$ cat src/rtl/uart_cmd_pkg.sv
// Shared types and constants for the UART command controller.
package uart_cmd_pkg;
  typedef enum logic [1:0] {
    IDLE     = 2'd0,
    HI       = 2'd1,
    LO       = 2'd2,
    DISPATCH = 2'd3
  } state_t;

  localparam logic [15:0] BAUD_DEFAULT        = 16'd434;
  localparam logic [15:0] BAUD_MIN            = 16'd16;
  localparam logic [7:0]  BAUD_OP             = 8'hB0;
  localparam logic [19:0] TIMEOUT_CYC_DEFAULT = 20'd500000;
endpackage

$ cat src/rtl/uart_cmd_timer.sv
// Inter-byte idle timer: 20-bit up-counter, expired at LIMIT-1.
module uart_cmd_timer #(
  parameter logic [19:0] LIMIT = 20'd500000
) (
  input  logic clk,
  input  logic rst,
  input  logic clr_i,
  input  logic en_i,
  output logic expired_o
);
  logic [19:0] count_q;

  // counter register
  always_ff @(posedge clk) begin
    if (rst) begin
      count_q <= 20'd0;
    end else if (clr_i) begin
      count_q <= 20'd0;
    end else if (en_i) begin
      count_q <= count_q + 20'd1;
    end else begin
      count_q <= count_q;
    end
  end

  assign expired_o = (count_q == (LIMIT - 20'd1));
endmodule

$ cat src/rtl/uart_cmd_ctrl.sv
// Assembles 3-byte command frames from the UART receiver; handles baud
// updates internally and hands other commands to the consumer.
module uart_cmd_ctrl
  import uart_cmd_pkg::*;
#(
  parameter logic [19:0] TIMEOUT_CYC = TIMEOUT_CYC_DEFAULT
) (
  input  logic        clk,
  input  logic        rst,
  input  logic        rx_rdy,
  input  logic [7:0]  rx_data,
  output logic        clr_rdy,
  output logic [15:0] baud_cnt,
  output logic [7:0]  cmd,
  output logic [15:0] cmd_data,
  output logic        cmd_rdy,
  input  logic        clr_cmd_rdy,
  output logic        timeout_err,
  output logic        baud_err,
  output logic        ovr_err
);
  state_t      state_q, state_d;
  logic        clr_rdy_q, clr_rdy_d;
  logic [7:0]  op_q, op_d, hi_q, hi_d, lo_q, lo_d;
  logic [15:0] baud_q, baud_d;
  logic [7:0]  cmd_q, cmd_d;
  logic [15:0] data_q, data_d;
  logic        cmd_rdy_q, cmd_rdy_d;
  logic        tmo_err_q, tmo_err_d, baud_err_q, baud_err_d, ovr_err_q, ovr_err_d;
  logic        rdy_s, capture_s, timeout_s, expired_s, tmr_clr_s, tmr_en_s;
  logic [15:0] frame_s;

  // rx_rdy is still high on the edge that sees our own clr_rdy; ignore it then
  assign rdy_s     = rx_rdy & ~clr_rdy_q;
  assign frame_s   = {hi_q, lo_q};
  assign tmr_en_s  = (state_q == HI) || (state_q == LO);
  assign tmr_clr_s = capture_s | timeout_s | ~tmr_en_s;

  uart_cmd_timer #(.LIMIT(TIMEOUT_CYC)) u_timer (
    .clk       (clk),
    .rst       (rst),
    .clr_i     (tmr_clr_s),
    .en_i      (tmr_en_s),
    .expired_o (expired_s)
  );

  // state register
  always_ff @(posedge clk) begin
    if (rst) begin
      state_q <= IDLE;
    end else begin
      state_q <= state_d;
    end
  end

  // next-state logic; a waiting byte beats an expiring timer
  always_comb begin
    state_d   = state_q;
    capture_s = 1'b0;
    timeout_s = 1'b0;
    case (state_q)
      IDLE: begin
        if (rdy_s) begin
          capture_s = 1'b1;
          state_d   = HI;
        end else begin
          state_d = IDLE;
        end
      end
      HI, LO: begin
        if (rdy_s) begin
          capture_s = 1'b1;
          state_d   = (state_q == HI) ? LO : DISPATCH;
        end else if (expired_s) begin
          timeout_s = 1'b1;
          state_d   = IDLE;
        end else begin
          state_d = state_q;
        end
      end
      DISPATCH: state_d = IDLE;
      default:  state_d = IDLE;
    endcase
  end

  // output / datapath next values
  always_comb begin
    clr_rdy_d  = capture_s;
    op_d       = op_q;
    hi_d       = hi_q;
    lo_d       = lo_q;
    baud_d     = baud_q;
    cmd_d      = cmd_q;
    data_d     = data_q;
    cmd_rdy_d  = cmd_rdy_q;
    tmo_err_d  = timeout_s;
    baud_err_d = 1'b0;
    ovr_err_d  = 1'b0;
    if (capture_s) begin
      case (state_q)
        IDLE:    op_d = rx_data;
        HI:      hi_d = rx_data;
        LO:      lo_d = rx_data;
        default: op_d = op_q;
      endcase
    end else begin
      op_d = op_q;
    end
    if (clr_cmd_rdy) begin
      cmd_rdy_d = 1'b0;
    end else begin
      cmd_rdy_d = cmd_rdy_q;
    end
    if (state_q == DISPATCH) begin
      if (op_q == BAUD_OP) begin
        if (frame_s >= BAUD_MIN) begin
          baud_d = frame_s;
        end else begin
          baud_err_d = 1'b1;
        end
      end else begin
        cmd_d     = op_q;
        data_d    = frame_s;
        cmd_rdy_d = 1'b1;
        ovr_err_d = cmd_rdy_q & ~clr_cmd_rdy;
      end
    end else begin
      baud_d = baud_q;
    end
  end

  // output and frame-slot registers
  always_ff @(posedge clk) begin
    if (rst) begin
      clr_rdy_q  <= 1'b0;
      op_q       <= 8'h00;
      hi_q       <= 8'h00;
      lo_q       <= 8'h00;
      baud_q     <= BAUD_DEFAULT;
      cmd_q      <= 8'h00;
      data_q     <= 16'h0000;
      cmd_rdy_q  <= 1'b0;
      tmo_err_q  <= 1'b0;
      baud_err_q <= 1'b0;
      ovr_err_q  <= 1'b0;
    end else begin
      clr_rdy_q  <= clr_rdy_d;
      op_q       <= op_d;
      hi_q       <= hi_d;
      lo_q       <= lo_d;
      baud_q     <= baud_d;
      cmd_q      <= cmd_d;
      data_q     <= data_d;
      cmd_rdy_q  <= cmd_rdy_d;
      tmo_err_q  <= tmo_err_d;
      baud_err_q <= baud_err_d;
      ovr_err_q  <= ovr_err_d;
    end
  end

  assign clr_rdy     = clr_rdy_q;
  assign baud_cnt    = baud_q;
  assign cmd         = cmd_q;
  assign cmd_data    = data_q;
  assign cmd_rdy     = cmd_rdy_q;
  assign timeout_err = tmo_err_q;
  assign baud_err    = baud_err_q;
  assign ovr_err     = ovr_err_q;
endmodule
$ cat config.mk
export PLATFORM = sky130hd
export DESIGN_NAME = uart_cmd_ctrl
export DESIGN_NICKNAME = d
export VERILOG_FILES = /design/src/rtl/uart_cmd_pkg.sv /design/src/rtl/uart_cmd_timer.sv /design/src/rtl/uart_cmd_ctrl.sv
export SDC_FILE = /design/constraint.sdc
export NUM_CORES = 1
export LEC_CHECK = 0
export ABC_CLOCK_PERIOD_IN_PS = 2090
export CORE_ASPECT_RATIO = 1.2
export CORE_UTILIZATION = 48
export DETAILED_ROUTE_END_ITERATION = 12
export GPL_ROUTABILITY_DRIVEN = 0
export PLACE_DENSITY = 0.74
export SKIP_CTS_REPAIR_TIMING = 1
export SYNTH_ARGS = -nofsm -noshare
export SYNTH_HDL_FRONTEND = slang
export SYNTH_SLANG_ARGS = --single-unit
$ cat constraint.sdc
create_clock -name clk -period 2.09 [get_ports clk]
set_clock_uncertainty 0.15 [all_clocks]
set_input_delay 0.5225 -clock clk [delete_from_list [all_inputs] [get_ports clk]]
set_output_delay 0.5225 -clock clk [all_outputs]
set_load 0.02 [all_outputs]
* Yosys cells after proc, flatten, opt, wreduce, memory -nomap -nowiden
Cells that the tools add are included.
W data, S select, Z words.
** Operators by class
- Add/subtract/negate cells :: 1
- Magnitude comparators :: 1
- Eq/ne operators :: 6
- Muxes and demuxes :: 14
- Bitwise operators :: 9
- Reduce and logical (&&, ||, !) cells :: 12
** Operators with widths (number)
- $add A20 B1 Y20 const B :: 1
- $eq A20 B19 Y1 const B :: 1
- $ge A16 B5 Y1 const B :: 1
- $mux W1 :: 11
- $reduce_or A3 Y1 :: 3
- $eq A8 B8 Y1 const B :: 1
- $reduce_and A2 Y1 :: 4
- $pmux W2 S3 :: 1
- $not A1 Y1 :: 5
- $eq A2 B2 Y1 const B :: 2
- $mux W2 :: 2
- $reduce_or A2 Y1 :: 2
- $ne A3 B3 Y1 const B :: 1
- $reduce_and A3 Y1 :: 1
- $and A1 B1 Y1 :: 2
- $eq A2 B1 Y1 const B :: 1
- $logic_not A2 Y1 :: 1
- $or A1 B1 Y1 :: 2
- $logic_or A1 B1 Y1 :: 1
** Storage, ports and cells
- Register bits after elaboration :: 91
- Input bits :: 12
- Output and inout port bits :: 45
- Logic and storage cells :: 56

* Longest topological paths before layout
- Word-level depth :: 7
- Depth in mapped cells :: 8
- Mapped depth without buffers :: 6

* Modules after synthesis
Synthesis repeated with hierarchy kept, for this count alone.
** Second synthesis, totals
- Cell total of the unflattened synthesis :: 408
- Area, all modules :: 3723.6 um^2
** By module, submodules not included
- uart_cmd_ctrl :: times used 1, cells an instance 302, area an instance 2785.2 um^2, seq. area each 1421.4 um^2
- uart_cmd_timer :: times used 1, cells an instance 106, area an instance 938.4 um^2, seq. area each 400.4 um^2

* Least setup slack after synthesis
Ideal clock, no wire load.
- Kind :: register -> register
- Start :: register state_q[0]
- End :: register u_timer.count_q[17]
- Setup time :: 66 ps
- Arrival time :: 2056 ps
- Required time :: 1874 ps
- Path slack :: -182 ps
- Cell stages (with the launch flop) :: 8
- Buffers on the path :: 1
- Period minus slack after synthesis :: 2272 ps
- Path through :: dfxtp_1 inv_1 ha_1 nand4_4 or4b_1 buf_2 or3_1 a21oi_2
** On the way
- Elaborated cells between the ends (all ways) :: 12
- Classes of those cells :: 2 x eq/ne; 2 x mux; 3 x bitwise; 5 x reduce/logical
** RTL lines
- from (decl) :: line uart_cmd_ctrl.sv:22 : state_t state_q, state_d;
- from (signal assigned) :: line uart_cmd_ctrl.sv:52 : state_q <= state_d;
- $eq A2 B1 Y1 / $eq A2 B2 Y1 (equally long branches) :: line uart_cmd_ctrl.sv:36 : assign tmr_en_s = (state_q == HI) || (state_q == LO);
- $logic_or A1 B1 Y1 * :: line uart_cmd_ctrl.sv:36
- named net tmr_en_s :: line uart_cmd_ctrl.sv:30 : logic rdy_s, capture_s, timeout_s, expired_s, tmr_clr_s, tmr_en_s;
- $not A1 Y1 :: line uart_cmd_ctrl.sv:37 : assign tmr_clr_s = capture_s | timeout_s | ~tmr_en_s;
- $or A1 B1 Y1 :: line uart_cmd_ctrl.sv:37
- $reduce_or A2 Y1 (no line)
- to (signal assigned) :: line uart_cmd_timer.sv:20 : count_q <= count_q + 20'd1;
- to (signal assigned) :: line uart_cmd_timer.sv:22 : count_q <= count_q;
- to (decl) :: line uart_cmd_timer.sv:11 : logic [19:0] count_q;
Mark *: on every way through the listed nets, which the timed path passes. The rest lies on a longest branch.
A chain may end at the register's enable or synchronous reset.

* Worst setup path in the final report
Same ends and word-level chain as after synthesis.

==> out/qor.txt <==
==============================================================================
Netlist area before placement                                      0.00358 mm2
Post-synthesis cell type with the largest combined area                dfxtp_1
Class of the tightest hold or removal check                         reg -> reg
Fin crit period                                                        2040 ps
Number of synthesized flops with an enable pin                               0
I/O pin count                                                               57
Kind of start point of the critical path                              register
Worst R2R End                                                     u_timer.count_q[17]$_SDFFE_PP0P_
Global-route wire length before repair                                13400 um
Standard-cell rows                                                          34
Static power due to leakage                                            1.70 nW
Utilization after layout                                                 0.630
Setup Crit Path Kind                                                reg -> reg
Remaining Overflow, GRT                                                      0
Endpoint type of the worst setup path                                 register
Share of synthesized area occupied by flip-flops and latches             0.509
Number of warnings reported in the yosys synthesis log                       0
Die height                                                             96.6 um
Commonest register cell after synthesis                                dfxtp_1
Initial antenna violation count                                              0
Final instance count without filler cells                                  565
Seq cells post-synth                                                        91
Final setup vio count                                                        0
Async set-reset flop share out of synthesis                                  0
Commonest non-fill, non-tap cell in the layout                         dfxtp_1
Total power                                                            3.33 mW
CTS tree                                                                   yes
Buffers on Ports                                                            56
Relative slew slack                                                      0.546
DR DRC count                                                                 0
Main area contributors after synthesis                            dfxtp_1, nand2_1, a21oi_1, mux2i_1, nor2_1
Top library cells by usage in the layout, fill and taps aside     dfxtp_1, nand2_1, clkdlybuf4s50_1
Placed standard-cell area                                          0.00430 mm2
Count of placed standard cells including taps                              548
Status                                                            complete, no violations
Antenna-violating nets left                                                  0
Slew at the pin closest to its max-slew limit                           681 ps
Maximum frequency from static timing analysis                          490 MHz
Final routed wirelength across all metal layers                        7960 um
Unrepaired setup endpoints after global routing                            yes
Clock slew at reported path FFs                                          90 ps
Number of nets at the end of the flow                                      488
Initial Utilization                                                      0.494
Cell count after synthesis                                                 412
Number of different library cells in the post-synthesis netlist             36
Clock latency on the worst-skew pair                                    350 ps
Max-cap check violation count                                                0
Final Max Slew Viols                                                         0
Area of the die                                                    0.00780 mm2
Fraction of layout cells with a size suffix above 1                     0.0989
Crit path DAT                                                          2190 ps
Root cell of the clock tree                                           clkbuf_8
Layout area overhead                                                     27.4%
Post-route standard cell area excluding fillers                    0.00456 mm2
Ratio of routed vias to standard cells                                    5.41
Clock buffer count from CTS                                                  9
Count of TritonRoute iterations in the first routing pass                    4
Maximum net fanout on the critical path                                      8
DR WL/cell                                                             14.1 um
Path depth of the worst reg2reg path                                         6
Critical Path End                                                 u_timer.count_q[17]$_SDFFE_PP0P_
Synthesized Nets                                                           430
Total global routing track utilization                                   0.226
Maximum number of pins on one net before global-route repair                70
Post-synthesis area per instance                                      8.68 um2
Worst setup startpoint                                            state_q[0]$_SDFFE_PP0P_
Number of levels the H-tree was split into                                   3
Via count                                                                 3055
Worst supply voltage drop on vdd                                      0.457 mV
Power density over cell area                                        731 mW/mm2
Required @ worst endpoint                                              2240 ps
Final Cycle Share                                                        0.977
Maximum root-to-sink buffer count                                            2
Estimated wirelength of the detail-placed design                       5590 um
Post-synth top area share                                                0.509
Worst reg2reg setup slack                                                50 ps
Placeable core region                                              0.00723 mm2
Chip Width                                                             80.8 um
Total count of hold-check failures in the final report                       0
Reg-to-reg critical path startpoint                               state_q[0]$_SDFFE_PP0P_
Number of clock sinks seen by CTS                                           91
Total inserted antenna cells                                                 0
Starting DRC count in detailed routing                                     259
Number of global-route vias before repair                                 2886
==============================================================================
[metrics by stage]
stage	hold WS (ps)	setup TNS [ps]	worst slack, ps
floorplan	294	0	15.5
global placement	296	0	10.5
detailed placement	300	-3.34	-3.34
CTS	315	-54.6	-18.0
global route	337	-59.9	-23.1
finish	311	0	47.3
[layout make-up]
cell class | count | area, um2
fill | 607 | 2680
sequential | 91 | 1820
multi-input combinational | 286 | 1640
timing repair buffer | 73 | 711
clock buffer | 11 | 151
tap | 90 | 113
clock inverter | 5 | 83.8
inverter | 9 | 33.8
[critical path, cell delays in order (launching register included)]
cell     delay [ps]
dfxtp_2         340
inv_2            50
ha_4            300
nand4_4          80
or4b_4          600
or3_4           350
a21oi_2         120
[cells in the mapped netlist, drive strengths merged, types with 4 or more instances]
library cell  number
and2               5
and4               4
dfxtp             91
nor2              33
clkbuf            18
xnor2              6
mux2i             17
o21ai             21
and3               6
nand3             16
a211o              4
nand4              7
nor3               5
nor4               6
xor2               5
inv                9
nand2             73
buf                8
or3                7
ha                 6
a21oi             50
[cell families after synthesis]
group	synth area share
simple gates	0.232
flops	0.509
compound gates	0.123
buf+inv	0.0402
mux	0.0476
xor+xnor	0.0269
fa+ha+maj	0.0210
[sequential cells by signal, summed over array words and instances (netlist names)]
signal	count
u_timer.count_q	20
state_q	2
baud_cnt	16
cmd_data	16
cmd_rdy	1
baud_err	1
ovr_err	1
cmd	8
clr_rdy	1
lo_q	8
timeout_err	1
op_q	8
hi_q	8
[how the worst min path moves through the flow]
stage                             startpoint                        to  cells past startpoint
finish                   cmd[3]$_SDFFE_PP0P_       cmd[3]$_SDFFE_PP0P_                      2
global route             cmd[2]$_SDFFE_PP0P_       cmd[2]$_SDFFE_PP0P_                      2
CTS                      cmd[3]$_SDFFE_PP0P_       cmd[3]$_SDFFE_PP0P_                      2
detailed placement       cmd[0]$_SDFFE_PP0P_       cmd[0]$_SDFFE_PP0P_                      2
global placement    baud_cnt[1]$_SDFFE_PP1P_  baud_cnt[1]$_SDFFE_PP1P_                      1
floorplan               op_q[4]$_SDFFE_PP0P_      op_q[4]$_SDFFE_PP0P_                      2
[report_power, final]
group / switching, mW / total, mW / leakage (nW) / internal [mW]
registers: 0.0188 / 1.77 / 0.736 / 1.75
clock network: 0.623 / 1.37 / 0.112 / 0.743
logic: 0.119 / 0.194 / 0.848 / 0.0747
[routing by layer]
metal | up-vias | GRT usage | wire length, um
met2 | 73 | 0.386 | 4030
met5 | - | 0 | 0
met1 | 1448 | 0.263 | 3370
met3 | 14 | 0.0573 | 394
li1 | 1520 | - | -
met4 | 0 | 0.112 | 165
No activity file was read; power rests on OpenSTA's default activity.
